--- config.mk ---
export PLATFORM = sky130hd
export DESIGN_NAME = flash_stream_reader_flat
export DESIGN_NICKNAME = d
export VERILOG_FILES = /design/src/rtl/flash_pkg.sv /design/src/rtl/flash_stream_reader_if.sv /design/src/rtl/byte_fifo.sv /design/src/rtl/flash_stream_reader.sv /design/src/flat_wrapper.sv
export SDC_FILE = /design/constraint.sdc
export NUM_CORES = 1
export LEC_CHECK = 0
export ABC_AREA = 1
export CAP_MARGIN = 20
export CORE_MARGIN = 8
export CORE_UTILIZATION = 50
export DETAILED_ROUTE_END_ITERATION = 12
export GPL_TIMING_DRIVEN = 0
export HOLD_SLACK_MARGIN = 0.08
export PLACE_DENSITY_LB_ADDON = 0.15
export SLEW_MARGIN = 20
export SYNTH_ARGS = -nofsm -noshare
export SYNTH_HDL_FRONTEND = slang
export SYNTH_HIERARCHICAL = 1
export SYNTH_SLANG_ARGS = --single-unit
--- constraint.sdc ---
create_clock -name clk_i -period 2.5 [get_ports clk_i]
set_clock_uncertainty 0.05 [all_clocks]
set_input_delay 0.5 -clock clk_i [delete_from_list [all_inputs] [get_ports clk_i]]
set_output_delay 0.5 -clock clk_i [all_outputs]
set_load 0.005 [all_outputs]
--- src/rtl/flash_pkg.sv ---
// Shared constants and types for the flash read path (stream reader and spi_flash).
package flash_pkg;

    localparam int FLASH_ADDR_W = 24;

    localparam logic [7:0] CMD_STATUS = 8'h05;
    localparam logic [7:0] CMD_READ   = 8'h03;

    typedef enum logic [1:0] {
        IDLE,
        FETCH,
        DRAIN
    } state_t;

endpackage

--- src/rtl/flash_stream_reader_if.sv ---
// Wishbone master bus towards spi_flash plus the outgoing valid/ready byte stream.
interface flash_stream_reader_if
    import flash_pkg::*;
#(
    parameter int ADDR_W = FLASH_ADDR_W
);

    logic [ADDR_W-1:0] wb_adr_o;
    logic [7:0]        wb_dat_o;
    logic [7:0]        wb_dat_i;
    logic              wb_we_o;
    logic              wb_sel_o;
    logic              wb_stb_o;
    logic              wb_cyc_o;
    logic              wb_ack_i;
    logic [7:0]        m_data_o;
    logic              m_valid_o;
    logic              m_ready_i;

    modport master (
        output wb_adr_o, wb_dat_o, wb_we_o, wb_sel_o, wb_stb_o, wb_cyc_o,
        input  wb_dat_i, wb_ack_i,
        output m_data_o, m_valid_o,
        input  m_ready_i
    );

    modport slave (
        input  wb_adr_o, wb_dat_o, wb_we_o, wb_sel_o, wb_stb_o, wb_cyc_o,
        output wb_dat_i, wb_ack_i,
        input  m_data_o, m_valid_o,
        output m_ready_i
    );

endinterface

--- src/rtl/byte_fifo.sv ---
// First-word-fall-through FIFO with flush; head entry is readable while not empty.
module byte_fifo #(
    parameter int DEPTH = 8,
    parameter int WIDTH = 8
) (
    input  logic                   clk_i,
    input  logic                   rst_i,
    input  logic                   flush,
    input  logic                   push,
    input  logic                   pop,
    input  logic [WIDTH-1:0]       din,
    output logic [WIDTH-1:0]       dout,
    output logic                   empty,
    output logic                   full,
    output logic [$clog2(DEPTH):0] count
);

    localparam int PTR_W = $clog2(DEPTH);
    localparam logic [PTR_W:0] FULL_CNT = DEPTH[PTR_W:0];

    logic [WIDTH-1:0] mem_reg [DEPTH];
    logic [PTR_W-1:0] wr_ptr_reg;
    logic [PTR_W-1:0] rd_ptr_reg;
    logic [PTR_W:0]   count_reg;
    logic             do_push;
    logic             do_pop;

    assign empty   = (count_reg == '0);
    assign full    = (count_reg == FULL_CNT);
    assign count   = count_reg;
    assign dout    = mem_reg[rd_ptr_reg];
    assign do_push = push && !full;
    assign do_pop  = pop && !empty;

    always_ff @(posedge clk_i) begin
        if (do_push) begin
            mem_reg[wr_ptr_reg] <= din;
        end
    end

    always_ff @(posedge clk_i or posedge rst_i) begin
        if (rst_i) begin
            wr_ptr_reg <= '0;
            rd_ptr_reg <= '0;
            count_reg  <= '0;
        end else if (flush) begin
            wr_ptr_reg <= '0;
            rd_ptr_reg <= '0;
            count_reg  <= '0;
        end else begin
            if (do_push) begin
                wr_ptr_reg <= wr_ptr_reg + PTR_W'(1);
            end
            if (do_pop) begin
                rd_ptr_reg <= rd_ptr_reg + PTR_W'(1);
            end
            if (do_push && !do_pop) begin
                count_reg <= count_reg + (PTR_W + 1)'(1);
            end else if (do_pop && !do_push) begin
                count_reg <= count_reg - (PTR_W + 1)'(1);
            end
        end
    end

endmodule

--- src/rtl/flash_stream_reader.sv ---
// Turns "read N bytes at address A" into single-byte classic Wishbone reads and
// streams the fetched bytes out through a small FWFT buffer.
module flash_stream_reader
    import flash_pkg::*;
#(
    parameter int ADDR_W         = FLASH_ADDR_W,
    parameter int LEN_W          = 16,
    parameter int FIFO_DEPTH     = 8,
    parameter int TIMEOUT_CYCLES = 1024
) (
    input  logic              clk_i,
    input  logic              rst_i,
    input  logic              start_i,
    input  logic [ADDR_W-1:0] start_adr_i,
    input  logic [LEN_W-1:0]  len_i,
    input  logic              abort_i,
    output logic              busy_o,
    output logic              done_o,
    output logic              err_o,
    flash_stream_reader_if.master bus
);

    localparam int CNT_W = $clog2(FIFO_DEPTH) + 1;
    localparam int TMO_W = $clog2(TIMEOUT_CYCLES + 1);

    state_t            state_reg, state_next;
    logic [ADDR_W-1:0] adr_reg, adr_next;
    logic [LEN_W-1:0]  remain_reg, remain_next;
    logic              req_reg, req_next;
    logic [TMO_W-1:0]  tmo_reg, tmo_next;
    logic              err_reg, err_next;
    logic              zdone_reg, zdone_next;
    logic              drain_done;

    logic              fifo_push;
    logic              fifo_pop;
    logic              fifo_flush;
    logic              fifo_empty;
    logic              fifo_full;
    logic [CNT_W-1:0]  fifo_count;
    logic [7:0]        fifo_dout;

    byte_fifo #(
        .DEPTH (FIFO_DEPTH),
        .WIDTH (8)
    ) u_fifo (
        .clk_i (clk_i),
        .rst_i (rst_i),
        .flush (fifo_flush),
        .push  (fifo_push),
        .pop   (fifo_pop),
        .din   (bus.wb_dat_i),
        .dout  (fifo_dout),
        .empty (fifo_empty),
        .full  (fifo_full),
        .count (fifo_count)
    );

    assign fifo_pop      = !fifo_empty && bus.m_ready_i;
    assign bus.m_valid_o = !fifo_empty;
    assign bus.m_data_o  = fifo_empty ? 8'h00 : fifo_dout;

    assign bus.wb_adr_o = adr_reg;
    assign bus.wb_stb_o = req_reg;
    assign bus.wb_cyc_o = req_reg;
    assign bus.wb_dat_o = 8'h00;
    assign bus.wb_we_o  = 1'b0;
    assign bus.wb_sel_o = 1'b1;

    assign busy_o = (state_reg != IDLE);
    assign done_o = zdone_reg || drain_done;
    assign err_o  = err_reg;

    always_comb begin
        state_next  = state_reg;
        adr_next    = adr_reg;
        remain_next = remain_reg;
        req_next    = req_reg;
        tmo_next    = tmo_reg;
        err_next    = 1'b0;
        zdone_next  = 1'b0;
        drain_done  = 1'b0;
        fifo_push   = 1'b0;
        fifo_flush  = 1'b0;

        unique case (state_reg)
            IDLE: begin
                req_next = 1'b0;
                tmo_next = '0;
                if (start_i && !abort_i) begin
                    if (len_i == '0) begin
                        zdone_next = 1'b1;
                    end else begin
                        adr_next    = start_adr_i;
                        remain_next = len_i;
                        req_next    = 1'b1;
                        state_next  = FETCH;
                    end
                end
            end
            FETCH: begin
                if (abort_i) begin
                    state_next  = IDLE;
                    req_next    = 1'b0;
                    tmo_next    = '0;
                    remain_next = '0;
                    fifo_flush  = 1'b1;
                end else if (req_reg) begin
                    if (bus.wb_ack_i) begin
                        fifo_push   = !fifo_full;
                        adr_next    = adr_reg + ADDR_W'(1);
                        remain_next = remain_reg - LEN_W'(1);
                        req_next    = 1'b0;
                        tmo_next    = '0;
                        if (remain_reg == LEN_W'(1)) begin
                            state_next = DRAIN;
                        end
                    end else if (tmo_reg == TMO_W'(TIMEOUT_CYCLES - 1)) begin
                        state_next  = IDLE;
                        req_next    = 1'b0;
                        tmo_next    = '0;
                        remain_next = '0;
                        err_next    = 1'b1;
                        fifo_flush  = 1'b1;
                    end else begin
                        tmo_next = tmo_reg + TMO_W'(1);
                    end
                end else begin
                    // Re-arm only when a slot is free, so an acked byte always fits.
                    req_next = (fifo_count < CNT_W'(FIFO_DEPTH));
                end
            end
            DRAIN: begin
                if (abort_i) begin
                    state_next = IDLE;
                    fifo_flush = 1'b1;
                end else if (fifo_empty) begin
                    drain_done = 1'b1;
                    state_next = IDLE;
                end
            end
            default: begin
                state_next = IDLE;
                req_next   = 1'b0;
            end
        endcase
    end

    always_ff @(posedge clk_i or posedge rst_i) begin
        if (rst_i) begin
            state_reg  <= IDLE;
            adr_reg    <= '0;
            remain_reg <= '0;
            req_reg    <= 1'b0;
            tmo_reg    <= '0;
            err_reg    <= 1'b0;
            zdone_reg  <= 1'b0;
        end else begin
            state_reg  <= state_next;
            adr_reg    <= adr_next;
            remain_reg <= remain_next;
            req_reg    <= req_next;
            tmo_reg    <= tmo_next;
            err_reg    <= err_next;
            zdone_reg  <= zdone_next;
        end
    end

endmodule
--- src/flat_wrapper.sv ---
// flat-port wrapper written by rule: the top's interface ports become plain ports
module flash_stream_reader_flat import flash_pkg::*;
#(
    parameter int ADDR_W         = FLASH_ADDR_W,
    parameter int LEN_W          = 16,
    parameter int FIFO_DEPTH     = 8,
    parameter int TIMEOUT_CYCLES = 1024
)
  (clk_i, rst_i, start_i, start_adr_i, len_i, abort_i, busy_o, done_o, err_o, bus_wb_adr_o, bus_wb_dat_o, bus_wb_we_o, bus_wb_sel_o, bus_wb_stb_o, bus_wb_cyc_o, bus_wb_dat_i, bus_wb_ack_i, bus_m_data_o, bus_m_valid_o, bus_m_ready_i);
  flash_stream_reader_if #(.ADDR_W(ADDR_W)) bus_i ();
  input  logic clk_i;
  input  logic rst_i;
  input  logic start_i;
  input  logic [ADDR_W-1:0] start_adr_i;
  input  logic [LEN_W-1:0] len_i;
  input  logic abort_i;
  output logic busy_o;
  output logic done_o;
  output logic err_o;
  output wire logic [$bits(bus_i.wb_adr_o)-1:0] bus_wb_adr_o;
  output wire logic [$bits(bus_i.wb_dat_o)-1:0] bus_wb_dat_o;
  output wire logic [$bits(bus_i.wb_we_o)-1:0] bus_wb_we_o;
  output wire logic [$bits(bus_i.wb_sel_o)-1:0] bus_wb_sel_o;
  output wire logic [$bits(bus_i.wb_stb_o)-1:0] bus_wb_stb_o;
  output wire logic [$bits(bus_i.wb_cyc_o)-1:0] bus_wb_cyc_o;
  input wire logic [$bits(bus_i.wb_dat_i)-1:0] bus_wb_dat_i;
  input wire logic [$bits(bus_i.wb_ack_i)-1:0] bus_wb_ack_i;
  output wire logic [$bits(bus_i.m_data_o)-1:0] bus_m_data_o;
  output wire logic [$bits(bus_i.m_valid_o)-1:0] bus_m_valid_o;
  input wire logic [$bits(bus_i.m_ready_i)-1:0] bus_m_ready_i;
  assign bus_wb_adr_o = bus_i.wb_adr_o;
  assign bus_wb_dat_o = bus_i.wb_dat_o;
  assign bus_wb_we_o = bus_i.wb_we_o;
  assign bus_wb_sel_o = bus_i.wb_sel_o;
  assign bus_wb_stb_o = bus_i.wb_stb_o;
  assign bus_wb_cyc_o = bus_i.wb_cyc_o;
  assign bus_i.wb_dat_i = bus_wb_dat_i;
  assign bus_i.wb_ack_i = bus_wb_ack_i;
  assign bus_m_data_o = bus_i.m_data_o;
  assign bus_m_valid_o = bus_i.m_valid_o;
  assign bus_i.m_ready_i = bus_m_ready_i;
  flash_stream_reader #(.ADDR_W(ADDR_W), .LEN_W(LEN_W), .FIFO_DEPTH(FIFO_DEPTH), .TIMEOUT_CYCLES(TIMEOUT_CYCLES)) u_core (.clk_i(clk_i), .rst_i(rst_i), .start_i(start_i), .start_adr_i(start_adr_i), .len_i(len_i), .abort_i(abort_i), .busy_o(busy_o), .done_o(done_o), .err_o(err_o), .bus(bus_i));
endmodule
-- Yosys cells after proc, flatten, opt, wreduce, memory -nomap -nowiden
Memories as Yosys holds them, arrays and structs flattened.
Index checks and enable logic that the tools add are counted.
- $lt $le $gt $ge: 1
- reductions and logical operators: 24
- equality and inequality tests: 14
- divide/modulo/power cells: 0
- bitwise gates (word level): 0
- multiplexer cells: 63
- add/sub/neg operators: 7
- shifts and indexed selects: 0
- multipliers: 0
- operator list (cell ; count):
    24-bit 2-to-1 mux ; 5
    16-bit 2-to-1 mux ; 6
    24-bit case mux with 2 select lines ; 1
    11-bit 2-to-1 mux ; 4
    16-bit case mux with 2 select lines ; 1
    1-bit 2-to-1 mux ; 25
    24-bit by 1-bit adder with 24-bit output (second input constant) ; 1
    11-bit case mux with 2 select lines ; 1
    2-bit 2-to-1 mux ; 9
    16-bit by 1-bit == test with 1-bit output (second input constant) ; 1
    16-bit zero test ; 1
    16-bit by 1-bit subtractor with 16-bit output (second input constant) ; 1
    3-bit 2-to-1 mux ; 4
    4-bit 2-to-1 mux ; 3
    6-bit AND reduction ; 2
    11-bit by 1-bit adder with 11-bit output (second input constant) ; 1
    11-bit by 10-bit == test with 1-bit output (second input constant) ; 1
    8-bit 2-to-1 mux ; 1
    4-bit by 3-bit inequality test with 1-bit output (second input constant) ; 2
    2-bit nonzero test ; 4
    3-bit by 1-bit adder with 3-bit output (second input constant) ; 2
    1-bit logical AND ; 6
    2-bit inequality test (second input constant) ; 3
    3-bit by 2-bit inequality test with 1-bit output (second input constant) ; 2
    other kinds (17) ; 22
- memories: 1
- bits of input ports: 54
- bits in registers: 66
- latch bits: 0
- bits in read-only memories: 0
- bits in writable memories: 64
- output and inout bits: 48
- memory list (memory ; words ; width ; read ports ; clocked after Yosys merged registers in ; write ports ; line ; RTL):
    u_core.u_fifo.mem_reg ; 8 ; 8 ; 1 ; 0 ; 1 ; byte_fifo.sv:21 ; logic [WIDTH-1:0] mem_reg [DEPTH];

-- Depth between registers and ports, before layout
Gate-level depths: netlist (run 1).
- word-level depth: 12
- mapped depth: 14
- depth with buffers taken out: 13

-- Modules after synthesis
The synthesis (run 1) kept the hierarchy.
- modules (own cells, without submodules) (module ; sequential area each (sq um) ; area an instance (sq um) ; times used ; cells each):
    flash_stream_reader ; 1401.3 ; 4241.6 ; 1 ; 691
    byte_fifo ; 2172.1 ; 3183.1 ; 1 ; 272

-- Worst setup path before layout (run 1)
OpenSTA, ideal clock, no wires.
- path type: reg2reg
- from: register u_core.state_reg[1]
- to: memory u_core.u_fifo.mem_reg[4][0] (enable)
- cell stages (with the launch flop): 10
- data required time: 2.080 ns
- arrival: 2.222 ns
- setup slack: -0.143 ns
- cells stage by stage: dfrtp_1 -> inv_1 -> ha_1 -> buf_4 -> nand3_4 -> nor3_1 -> inv_1 -> a21oi_2 -> nand2_1 -> nor2_1
- cells in the longest elaborated chain, start to end: 5
- ends and longest elaborated chain (element ; line ; RTL):
    start, declared ; flash_stream_reader.sv:26 ; state_t state_reg, state_next;
    start signal, assigned ; flash_stream_reader.sv:159 ; state_reg <= state_next;
    2-bit by 1-bit == test with 1-bit output ; flash_stream_reader.sv:86 ; unique case (state_reg)
    1-bit 2-to-1 mux ; flash_stream_reader.sv:86 ;
    net u_core.fifo_push ; flash_stream_reader.sv:35 ; logic fifo_push;
    1-bit logical AND ; byte_fifo.sv:32 ; assign do_push = push && !full;
    1-bit 2-to-1 mux ; byte_fifo.sv:36 ; if (do_push) begin
    1-bit 2-to-1 mux (not written as such) ; byte_fifo.sv:37 ; mem_reg[wr_ptr_reg] <= din;
    end, declared ; byte_fifo.sv:21 ;
The timed path passes the listed nets, and every way through them passes these cells.

-- Worst setup path in the final report (run 1)
- from: register u_core.u_fifo.rd_ptr_reg[0]
- to: output port bus_m_data_o[0]
- cells in the longest elaborated chain, start to end: 2
- ends and longest elaborated chain (element ; line ; RTL):
    start, declared ; byte_fifo.sv:23 ; logic [PTR_W-1:0] rd_ptr_reg;
    start signal, assigned ; byte_fifo.sv:55 ; rd_ptr_reg <= rd_ptr_reg + PTR_W'(1);
    memory 8 x 8 bit ; -- ;
    net u_core.fifo_dout[0] ; flash_stream_reader.sv:41 ; logic [7:0] fifo_dout;
    8-bit 2-to-1 mux ; flash_stream_reader.sv:61 ; assign bus.m_data_o = fifo_empty ? 8'h00 : fifo_dout;
    end, declared ; flat_wrapper.sv:28 ; output wire logic [$bits(bus_i.m_data_o)-1:0] bus_m_data_o;
The timed path passes the listed nets, and every way through them passes these cells.

==> impl_metrics.env, run 1 <==
export IMPL_yosysUniqueCellTypes=42
export IMPL_dieArea_um2=19000
export IMPL_cts_buffer_depth=2
export IMPL_setup_slack_ns=-0.0178
export IMPL_multi_input_area_um2=3440
export IMPL_top_layer="met4"
export IMPL_drv_slew=0
export IMPL_fin_crit_ns=2.52
export IMPL_cts_sinks=130
export IMPL_dr_wl_met3_um=1480
export IMPL_grt_max_degree=54
export IMPL_start_kind="register"
export IMPL_post_route_util=0.664
export IMPL_rsz0062_at_grt="true"
export IMPL_antenna_cells=0
export IMPL_critPathMaxFanout=4
export IMPL_peakVddDrop_v=0.000681
export IMPL_yosysWarnings=6
export IMPL_largest_register_ffs=64
export IMPL_status="finished, violations left"
export IMPL_core_um2=14500
export IMPL_path_delay_family="buffers and inverters"
export IMPL_hold_path_class="input port to asynchronous set/reset pin"
export IMPL_cts_tree="built"
export IMPL_via_per_inst=5.28
export IMPL_grtUsageTotal=0.225
export IMPL_crit_top_cell="nor2_2"
export IMPL_drc=0
export IMPL_fmax_ghz=0.397
export IMPL_globalRouteOverflowTotal=0
export IMPL_hpwl_um=14100
export IMPL_drive_gt1_frac=0.153
export IMPL_fin_crit_sh=1.01
export IMPL_slew_headroom=0.600
export IMPL_worstPathRequired_ns=1.95
export IMPL_place_congestion=0.908
export IMPL_wirelength_um=20900
export IMPL_cts_buffers=17
export IMPL_finalHoldViolCount=0
export IMPL_path_depth=10
export IMPL_dr_total_vias=6890
export IMPL_rows=44
export IMPL_grt_pass1_wl_um=33300
export IMPL_h_tree_depth=4
export IMPL_end_kind="output pin"
export IMPL_root_buffer="clkbuf_16"
export IMPL_synth_edff_count=64
export IMPL_drt_met1_wl_um=9370
export IMPL_wl_met2_um=9790
export IMPL_syn_to_final_growth_pct=30.0
export IMPL_setup_viol=1
export IMPL_maxCapViolations=0
export IMPL_violations="setup timing"
export IMPL_synthFlopType="dfrtp_1"
export IMPL_antenna_found_initial=0
export IMPL_die_w_um=138
export IMPL_netlist_top_cells_area="edfxtp_1 26%, dfrtp_1 22%, nand2_1 14%, nor2_1 8.9%, nand3_1 4.7%"
export IMPL_wl_per_cell_um=16.0
export IMPL_cp_data_arrival_time_ns=1.97
export IMPL_slowest_stage="dfrtp_2"
export IMPL_reg2regPathDepth=12
export IMPL_powerDensity_nw_per_um2=1180
export IMPL_dieHeight_um=138
export IMPL_clkLatencyLatePin_ns=0.43
export IMPL_portBuffers=91
export IMPL_drt_iter0_drc=734
export IMPL_path_buf_inv=5
export IMPL_place_ws_ns=-0.797
export IMPL_initial_core_util=0.511
export IMPL_ff_latch_area_um2=3580
export IMPL_pin_count=102
export IMPL_netlist_area_leader_share=0.259
export IMPL_grt_pass1_vias=6654
export IMPL_synthCells=963
export IMPL_critPathKind="register to output pin"
export IMPL_finalNetCount=1175
export IMPL_yosysSeqAreaShare=0.481
export IMPL_netlist_area_um2=7420
export IMPL_async_flop_share=0.508
export IMPL_ys_ff_latch=130
export IMPL_max_stage_delay_ns=0.45
export IMPL_finalSetupTns_ns=-0.0178
export IMPL_synth_avg_cell_area_um2=7.71
export IMPL_p_leak_nw=4.25
export IMPL_cp_cell_sequence="inv_4, buf_12, buf_16, nor2_2, o22ai_2, nor2_1, a31oi_2, inv_2, nor2_2, buf_2"
export IMPL_clk_pin_slew_ns=0.06
export IMPL_dr_pass1_iters=6
export IMPL_yosys_area_top_type="edfxtp_1"
export IMPL_worst_slew_pin_slew_ns=0.599
export IMPL_fill_cells=1267
export IMPL_ant_nets=0
stage by stage:
stage / instance area (µm²) / instances / hold WS, ns / power [W]
2_1_floorplan: 7460 / 971 / 0.290 / 0.00655
3_3_place_gp: 8600 / 1246 / 0.422 / 0.00839
3_5_place_dp: 8630 / 1247 / 0.426 / 0.00850
4_1_cts: 9560 / 1304 / 0.267 / 0.0112
5_1_grt: 9650 / 1306 / 0.280 / 0.0122
6_report: 9650 / 1306 / 0.273 / 0.0114
cell usage after synthesis, drive strengths merged, types with 3 or more instances:
library cell	instances
nand2	293
nor2	181
inv	97
nand3	75
o21ai	74
dfrtp	66
edfxtp	64
buf	27
a21oi	11
a31oi	11
ha	11
nand4	10
o22ai	9
clkbuf	8
nor3	6
o21bai	4
xor2	4
xnor2	3
where the power goes:
group          internal (W)  switching [W]  leakage, nW
registers           0.00269       0.000571         1.42
logic               0.00238        0.00344         2.57
clock network       0.00134       0.000990        0.259
per-layer routing:
layer,vias to the layer above,GRT usage
li1,3389,-
met1,3205,0.310
met2,272,0.354
met3,24,0.0380
met4,0,0.0669
met5,-,0
cells in the final DEF (no fill, tap or decap), drive strengths merged, types with 3 or more instances in the layout:
cell and instances:
nand2 293, a31oi 11, clkinv 6, nor3 6, clkinvlp 5, a21oi 11, o21ai 74, clkdlybuf4s50 82
buf 63, xor2 4, clkbuf 28, o21bai 4, inv 99, dfrtp 66, nand3 75, o22ai 9
nor2 181, nand4 10, ha 11, edfxtp 64, xnor2 3, conb 10
worst paths after layout:
check | start | endpoint | slack (ns)
worst max-delay path | u_core/u_fifo/rd_ptr_reg[0] | bus_m_data_o[0] | -0.02
worst min-delay path | rst_i | u_core/bus.wb_adr_o[15] | 0.27
worst max register to register | u_core/u_fifo/count[2] | u_core/u_fifo/count[2] | 0.12
worst min register to register | u_core/tmo_reg[8] | u_core/tmo_reg[10] | 0.44
max in group asynchronous | rst_i | u_core/tmo_reg[1] | 1.62
min in group clk_i | u_core/tmo_reg[8] | u_core/tmo_reg[10] | 0.44
what timing repair did:
item	4_1_cts	5_1_grt
pin swaps	12	23
setup endpoints to repair	84	79
gates cloned	1	0
hold buffers	0	0
setup buffers	26	3
hold endpoints to repair	0	0
resized for setup	76	34
final cells by class:
type                            instances  area share
Sequential cell                       130       0.371
Multi-Input combinational cell        708       0.357
Timing Repair Buffer                  122       0.124
Clock buffer                           20      0.0475
Inverter                               98      0.0393
Buffer                                 32      0.0274
Tap cell                              184      0.0239
Clock inverter                         12      0.0104
cells by family after synthesis:
group                      Yosys count  synth area share
and+or+nand+nor                    566             0.322
buffers and inverters              133            0.0792
DFF                                130             0.481
AOI/OAI and AO/OA                  113            0.0871
adders and majority gates           12            0.0212
xor gates and xnor gates             7           0.00826
other                                2           0.00101
(Power assumes the default switching activity.)
==> inputs of run 2 (changes only) <==
- SKIP_LAST_GASP: default -> 1
==> run 2 against run 1 <==
Effect of this change:
- the run still ends with setup timing left
- power increased by 0.15%
- utilization about the same
- sequential share of layout area about the same
- first-iteration DRC count decreased by 5.9%
- clock-buffer cell count unchanged
- highest routed layer unchanged
- via count increased by 0.35%
- combinational power about the same
- maximum frequency increased by 0.15%
- register-to-register slack got worse by 0.03 ns
- sequential power about the same
- clock power about the same
- worst setup slack improved by 0.0038 ns
- largest cell class unchanged
==> impl_metrics.env, run 2 (synthesized netlist as in run 1, its figures left out) <==
export IMPL_portBuffers=91
export IMPL_via_per_inst=5.29
export IMPL_dr_total_vias=6914
export IMPL_root_buffer="clkbuf_16"
export IMPL_worstPathRequired_ns=1.95
export IMPL_use_met3=0.0380
export IMPL_antenna_found_initial=0
export IMPL_fin_crit_ns=2.51
export IMPL_placed_cells=1247
export IMPL_met1_usage=0.310
export IMPL_gr_usage_met2=0.354
export IMPL_post_route_util=0.664
export IMPL_core_um2=14500
export IMPL_slew_headroom=0.608
export IMPL_drive_gt1_frac=0.150
export IMPL_setup_viol=1
export IMPL_wirelength_um=21100
export IMPL_critPathKind="register to output pin"
export IMPL_busiest_layer="met2"
export IMPL_dieArea_um2=19000
export IMPL_drc=0
export IMPL_grt_max_degree=54
export IMPL_stdcell_count=1307
export IMPL_peakVddDrop_v=0.000680
export IMPL_hold_path_class="input port to asynchronous set/reset pin"
export IMPL_drv_slew=0
export IMPL_end_kind="output pin"
export IMPL_hold_buffers=0
export IMPL_h_tree_depth=4
export IMPL_cts_buffers=17
export IMPL_place_congestion=0.908
export IMPL_dr_pass1_iters=5
export IMPL_cts_tree="built"
export IMPL_maxCapViolations=0
export IMPL_power_w=0.0114
export IMPL_wl_per_cell_um=16.1
export IMPL_finalNetCount=1176
export IMPL_antenna_cells=0
export IMPL_hpwl_um=14100
export IMPL_rsz0062_at_grt="true"
export IMPL_pin_count=102
export IMPL_p_leak_nw=4.25
export IMPL_finalHoldViolCount=0
export IMPL_fill_cells=1261
export IMPL_dieHeight_um=138
export IMPL_cts_buffer_depth=2
export IMPL_mostFrequentLayoutCells="283 x nand2_1, 161 x nor2_1, 83 x inv_1"
export IMPL_cp_data_arrival_time_ns=1.96
export IMPL_grt_pass1_wl_um=33300
export IMPL_grtUsageTotal=0.224
export IMPL_clkLatencyLatePin_ns=0.42
export IMPL_drt_iter0_drc=691
export IMPL_globalRouteOverflowTotal=0
export IMPL_ant_nets=0
export IMPL_violations="setup timing"
export IMPL_fmax_ghz=0.398
export IMPL_rows=44
export IMPL_cts_sinks=130
export IMPL_fin_crit_sh=1.01
export IMPL_syn_to_final_growth_pct=30.0
export IMPL_setup_slack_ns=-0.0140
export IMPL_start_kind="register"
export IMPL_initial_core_util=0.511
export IMPL_status="finished, violations left"
export IMPL_place_ws_ns=-0.797
export IMPL_final_common_cell="nand2_1"
export IMPL_die_w_um=138
export IMPL_clk_pin_slew_ns=0.06
export IMPL_grt_pass1_vias=6654
export IMPL_worst_slew_pin_slew_ns=0.587
export IMPL_critPathMaxFanout=5
export IMPL_powerDensity_nw_per_um2=1180
export IMPL_largest_register_ffs=64
export IMPL_holdWs_ns=0.277
## run 2: cell types whose count changed in the layout (fill, tap and decap cells not counted), sizes merged
cell and change:
buf +2, clkbuf -1
## run 2: repair_timing
| item | 4_1_cts | 5_1_grt |
|---|---|---|
| endpoints found under the setup margin | 84 | 79 |
| resized for setup | 75 | 36 |
| pin swaps | 12 | 19 |
| gates cloned | 1 | 1 |
| setup buffers | 26 | 3 |
| hold endpoints to repair | 0 | 0 |
## run 2: worst paths after layout
check	end	from	cells past startpoint	slack (ns)
worst max-delay path	bus_m_data_o[0]	u_core/u_fifo/rd_ptr_reg[0]	10	-0.01
worst min-delay path	u_core/bus.wb_adr_o[15]	rst_i	2	0.28
worst max register to register	u_core/u_fifo/count[2]	u_core/u_fifo/count[2]	12	0.09
worst min register to register	u_core/tmo_reg[10]	u_core/tmo_reg[8]	1	0.44
max in group asynchronous	u_core/tmo_reg[1]	rst_i	3	1.62
min in group clk_i	u_core/tmo_reg[10]	u_core/tmo_reg[8]	1	0.44
## run 2: stage by stage
step,instance area (µm²),TNS (ns)
2_1_floorplan,7460,0
3_3_place_gp,8600,-86.33
3_5_place_dp,8630,-48.22
4_1_cts,9570,-0.356
5_1_grt,9660,-0.666
6_report,9660,-0.0140
## run 2: where the power goes
part | internal [W] | total [W] | switching (W)
Clock | 0.00134 | 0.00232 | 0.000984
Combinational | 0.00240 | 0.00585 | 0.00345
Sequential | 0.00269 | 0.00325 | 0.000566
## run 2: cell type report
class                   instances  area, µm²  share of cell area
well taps                     184        230              0.0238
repair buffers                123       1210               0.125
flip-flops and latches        130       3580               0.371
clock inverters                12        100              0.0104
plain buffers                  32        264              0.0273
multi-input cells             708       3430               0.356
clock buffers                  20        458              0.0474
inverters                      98        379              0.0393
## run 2: layer usage
layer / vias up / wire (µm)
li1: 3386 / -
met1: 3207 / 9290
met2: 295 / 9810
met5: - / 0
met4: 0 / 265
met3: 26 / 1720
## run 2: critical path, cell delays in order (launching register included)
cell and delay (ns):
dfrtp_2 0.45, inv_4 0.09, buf_12 0.11, buf_16 0.11, nor2_2 0.03, o22ai_2 0.17, nor2_1 0.08, a31oi_2 0.22
inv_2 0.08, nor2_2 0.10, buf_2 0.11
==> inputs of run 3 (changes only) <==
- PLACE_DENSITY: default -> 0.81
- PLACE_DENSITY_LB_ADDON: 0.15 -> default
==> run 3 against run 2 <==
Effect of this change:
- the run still ends with setup timing left
- largest power group unchanged
- largest cell class unchanged
- global-route usage shrank 0.50 points
- highest routed layer unchanged
- clock-buffer cell count shrank 2
- maximum frequency is 0.16% lower
- critical path depth rose by 1
- register-to-register slack hardly changed
- via count up 0.91%
- critical endpoint is now bus_m_data_o[2]
- sequential share of layout area increased by 0.10 points
- sequential power barely moved
- worst setup slack lost 0.0041 ns
- non-clock buffer count fell by 4
- power increased by 0.21%
- critical path type unchanged
==> impl_metrics.env, run 3 (synthesized netlist as in run 1, its figures left out) <==
export IMPL_ff2ff_setup_slack_ns=0.09
export IMPL_grt_pass1_wl_um=32100
export IMPL_slowest_stage="dfrtp_2"
export IMPL_die_w_um=138
export IMPL_cp_data_arrival_time_ns=1.97
export IMPL_placed_cells=1247
export IMPL_worst_slew_pin_slew_ns=0.590
export IMPL_finalHoldViolCount=0
export IMPL_syn_to_final_growth_pct=29.7
export IMPL_fmax_ghz=0.397
export IMPL_slew_headroom=0.606
export IMPL_antenna_cells=0
export IMPL_status="finished, violations left"
export IMPL_cp_startpoint="u_core/u_fifo/rd_ptr_reg[0]"
export IMPL_dr_wl_met3_um=1510
export IMPL_reg2regPathDepth=11
export IMPL_core_um2=14500
export IMPL_dieHeight_um=138
export IMPL_post_route_util=0.663
export IMPL_hold_buffers=0
export IMPL_antenna_found_initial=0
export IMPL_dr_pass1_iters=5
export IMPL_r2r_end="u_core/u_fifo/mem_reg[4][7]"
export IMPL_start_kind="register"
export IMPL_wl_per_cell_um=16.0
export IMPL_cp_cell_sequence="buf_6, buf_8, buf_6, buf_6, nor2_2, nor2_1, o21ai_1, a31oi_1, inv_1, nor2_1, buf_2"
export IMPL_clkLatencyLatePin_ns=0.43
export IMPL_dieArea_um2=19000
export IMPL_fin_crit_sh=1.01
export IMPL_cts_buffers=17
export IMPL_wirelength_um=20800
export IMPL_drive_gt1_frac=0.149
export IMPL_path_buf_inv=6
export IMPL_place_congestion=0.950
export IMPL_power_w=0.0115
export IMPL_drc=0
export IMPL_stdcell_count=1303
export IMPL_drt_met1_wl_um=8310
export IMPL_fin_crit_ns=2.52
export IMPL_final_common_cell="nand2_1"
export IMPL_worstPathRequired_ns=1.95
export IMPL_mostFrequentLayoutCells="283 x nand2_1, 162 x nor2_1, 85 x inv_1"
export IMPL_cts_sinks=130
export IMPL_cts_buffer_depth=2
export IMPL_h_tree_depth=4
export IMPL_grtUsageTotal=0.219
export IMPL_hold_path_class="input port to asynchronous set/reset pin"
export IMPL_powerDensity_nw_per_um2=1190
export IMPL_maxCapViolations=0
export IMPL_critPathKind="register to output pin"
export IMPL_rows=44
export IMPL_drt_iter0_drc=620
export IMPL_end_kind="output pin"
export IMPL_hpwl_um=14200
export IMPL_rsz0062_at_grt="true"
export IMPL_critPathMaxFanout=8
export IMPL_path_delay_family="buffers and inverters"
export IMPL_root_buffer="clkbuf_16"
export IMPL_violations="setup timing"
export IMPL_p_leak_nw=4.25
export IMPL_grt_pass1_vias=6451
export IMPL_setup_slack_ns=-0.0181
export IMPL_drv_slew=0
export IMPL_largest_register_ffs=64
export IMPL_max_stage_delay_ns=0.44
export IMPL_dr_total_vias=6977
export IMPL_top_layer="met4"
export IMPL_finalNetCount=1172
export IMPL_timing_rr_start="u_core/state_reg[1]"
export IMPL_clk_pin_slew_ns=0.06
export IMPL_cts_tree="built"
export IMPL_ant_nets=0
export IMPL_globalRouteOverflowTotal=0
export IMPL_grt_max_degree=47
export IMPL_peakVddDrop_v=0.000705
export IMPL_portBuffers=91
export IMPL_initial_core_util=0.511
export IMPL_crit_top_cell="buf_6"
export IMPL_setup_viol=3
export IMPL_wl_met2_um=10400
export IMPL_pin_count=102
export IMPL_via_per_inst=5.35
## run 3: changes by cell type in the layout (fill, tap and decap cells not counted), moves of 3 or more
| cell | before | now |
|---|---|---|
| buf_6 | 7 | 11 |
| nor2_2 | 10 | 6 |
| o22ai_1 | 6 | 3 |
| clkinv_4 | 5 | 1 |
| o22ai_2 | 3 | 6 |
| o21ai_1 | 31 | 35 |
| nor2_4 | 9 | 12 |
| buf_8 | 6 | 3 |
| o21ai_0 | 37 | 32 |
## run 3: power breakdown
group	switching (W)	total (W)	internal (W)	leakage (nW)
Sequential	0.000572	0.00326	0.00269	1.42
Clock	0.000978	0.00245	0.00148	0.274
Combinational	0.00342	0.00574	0.00232	2.56
Total	0.00497	0.0115	0.00649	4.25
## run 3: per-layer routing
| metal | vias up | track usage |
|---|---|---|
| met1 | 3243 | 0.270 |
| li1 | 3379 | - |
| met4 | 0 | 0.101 |
| met3 | 45 | 0.0417 |
| met2 | 310 | 0.366 |
| met5 | - | 0 |
## run 3: final cells by class
| type | count | area [µm²] |
|---|---|---|
| well taps | 184 | 230 |
| flip-flops and latches | 130 | 3580 |
| clock inverters | 14 | 153 |
| multi-input cells | 708 | 3470 |
| clock buffers | 18 | 429 |
| repair buffers | 117 | 1120 |
| plain buffers | 34 | 275 |
| inverters | 98 | 379 |
| fillers | 1194 | 4900 |
## run 3: what timing repair did
action / in CTS / in global routing
pin swaps: 18 / 22
hold endpoints to repair: 0 / 0
resized for setup: 80 / 36
buffers inserted: 19 / 6
endpoints found under the setup margin: 84 / 76
## run 3: worst register-to-register path, delay by kind of cell, from the launching register on
family	cells	cell delay, ns
AOI/OAI and AO/OA	1	0.16
adders and majority gates	1	0.17
and+or+nand+nor	4	0.68
buffers and inverters	5	0.66
DFF	1	0.40
## run 3: worst max-delay path by stage
stage / end / slack (ns) / depth (start not counted)
floorplan: u_core/u_fifo/mem_reg[4][0] / 0.07 / 9
global placement: u_core/tmo_reg[4] / -0.71 / 2
detailed placement: u_core/u_fifo/mem_reg[4][7] / -0.73 / 8
CTS: bus_m_data_o[1] / -0.07 / 9
global route: bus_m_data_o[2] / -0.13 / 11
finish: bus_m_data_o[2] / -0.02 / 11
## run 3: per-stage QoR
stage / setup TNS, ns / setup slack (ns) / instance area, µm² / hold slack, ns
after floorplan: 0 / 0.0655 / 7460 / 0.290
after global placement: -80.08 / -0.712 / 8600 / 0.418
after detailed placement: -44.05 / -0.732 / 8630 / 0.423
after CTS: -0.122 / -0.0682 / 9510 / 0.368
after global routing: -1.28 / -0.128 / 9630 / 0.396
final: -0.0461 / -0.0181 / 9630 / 0.385
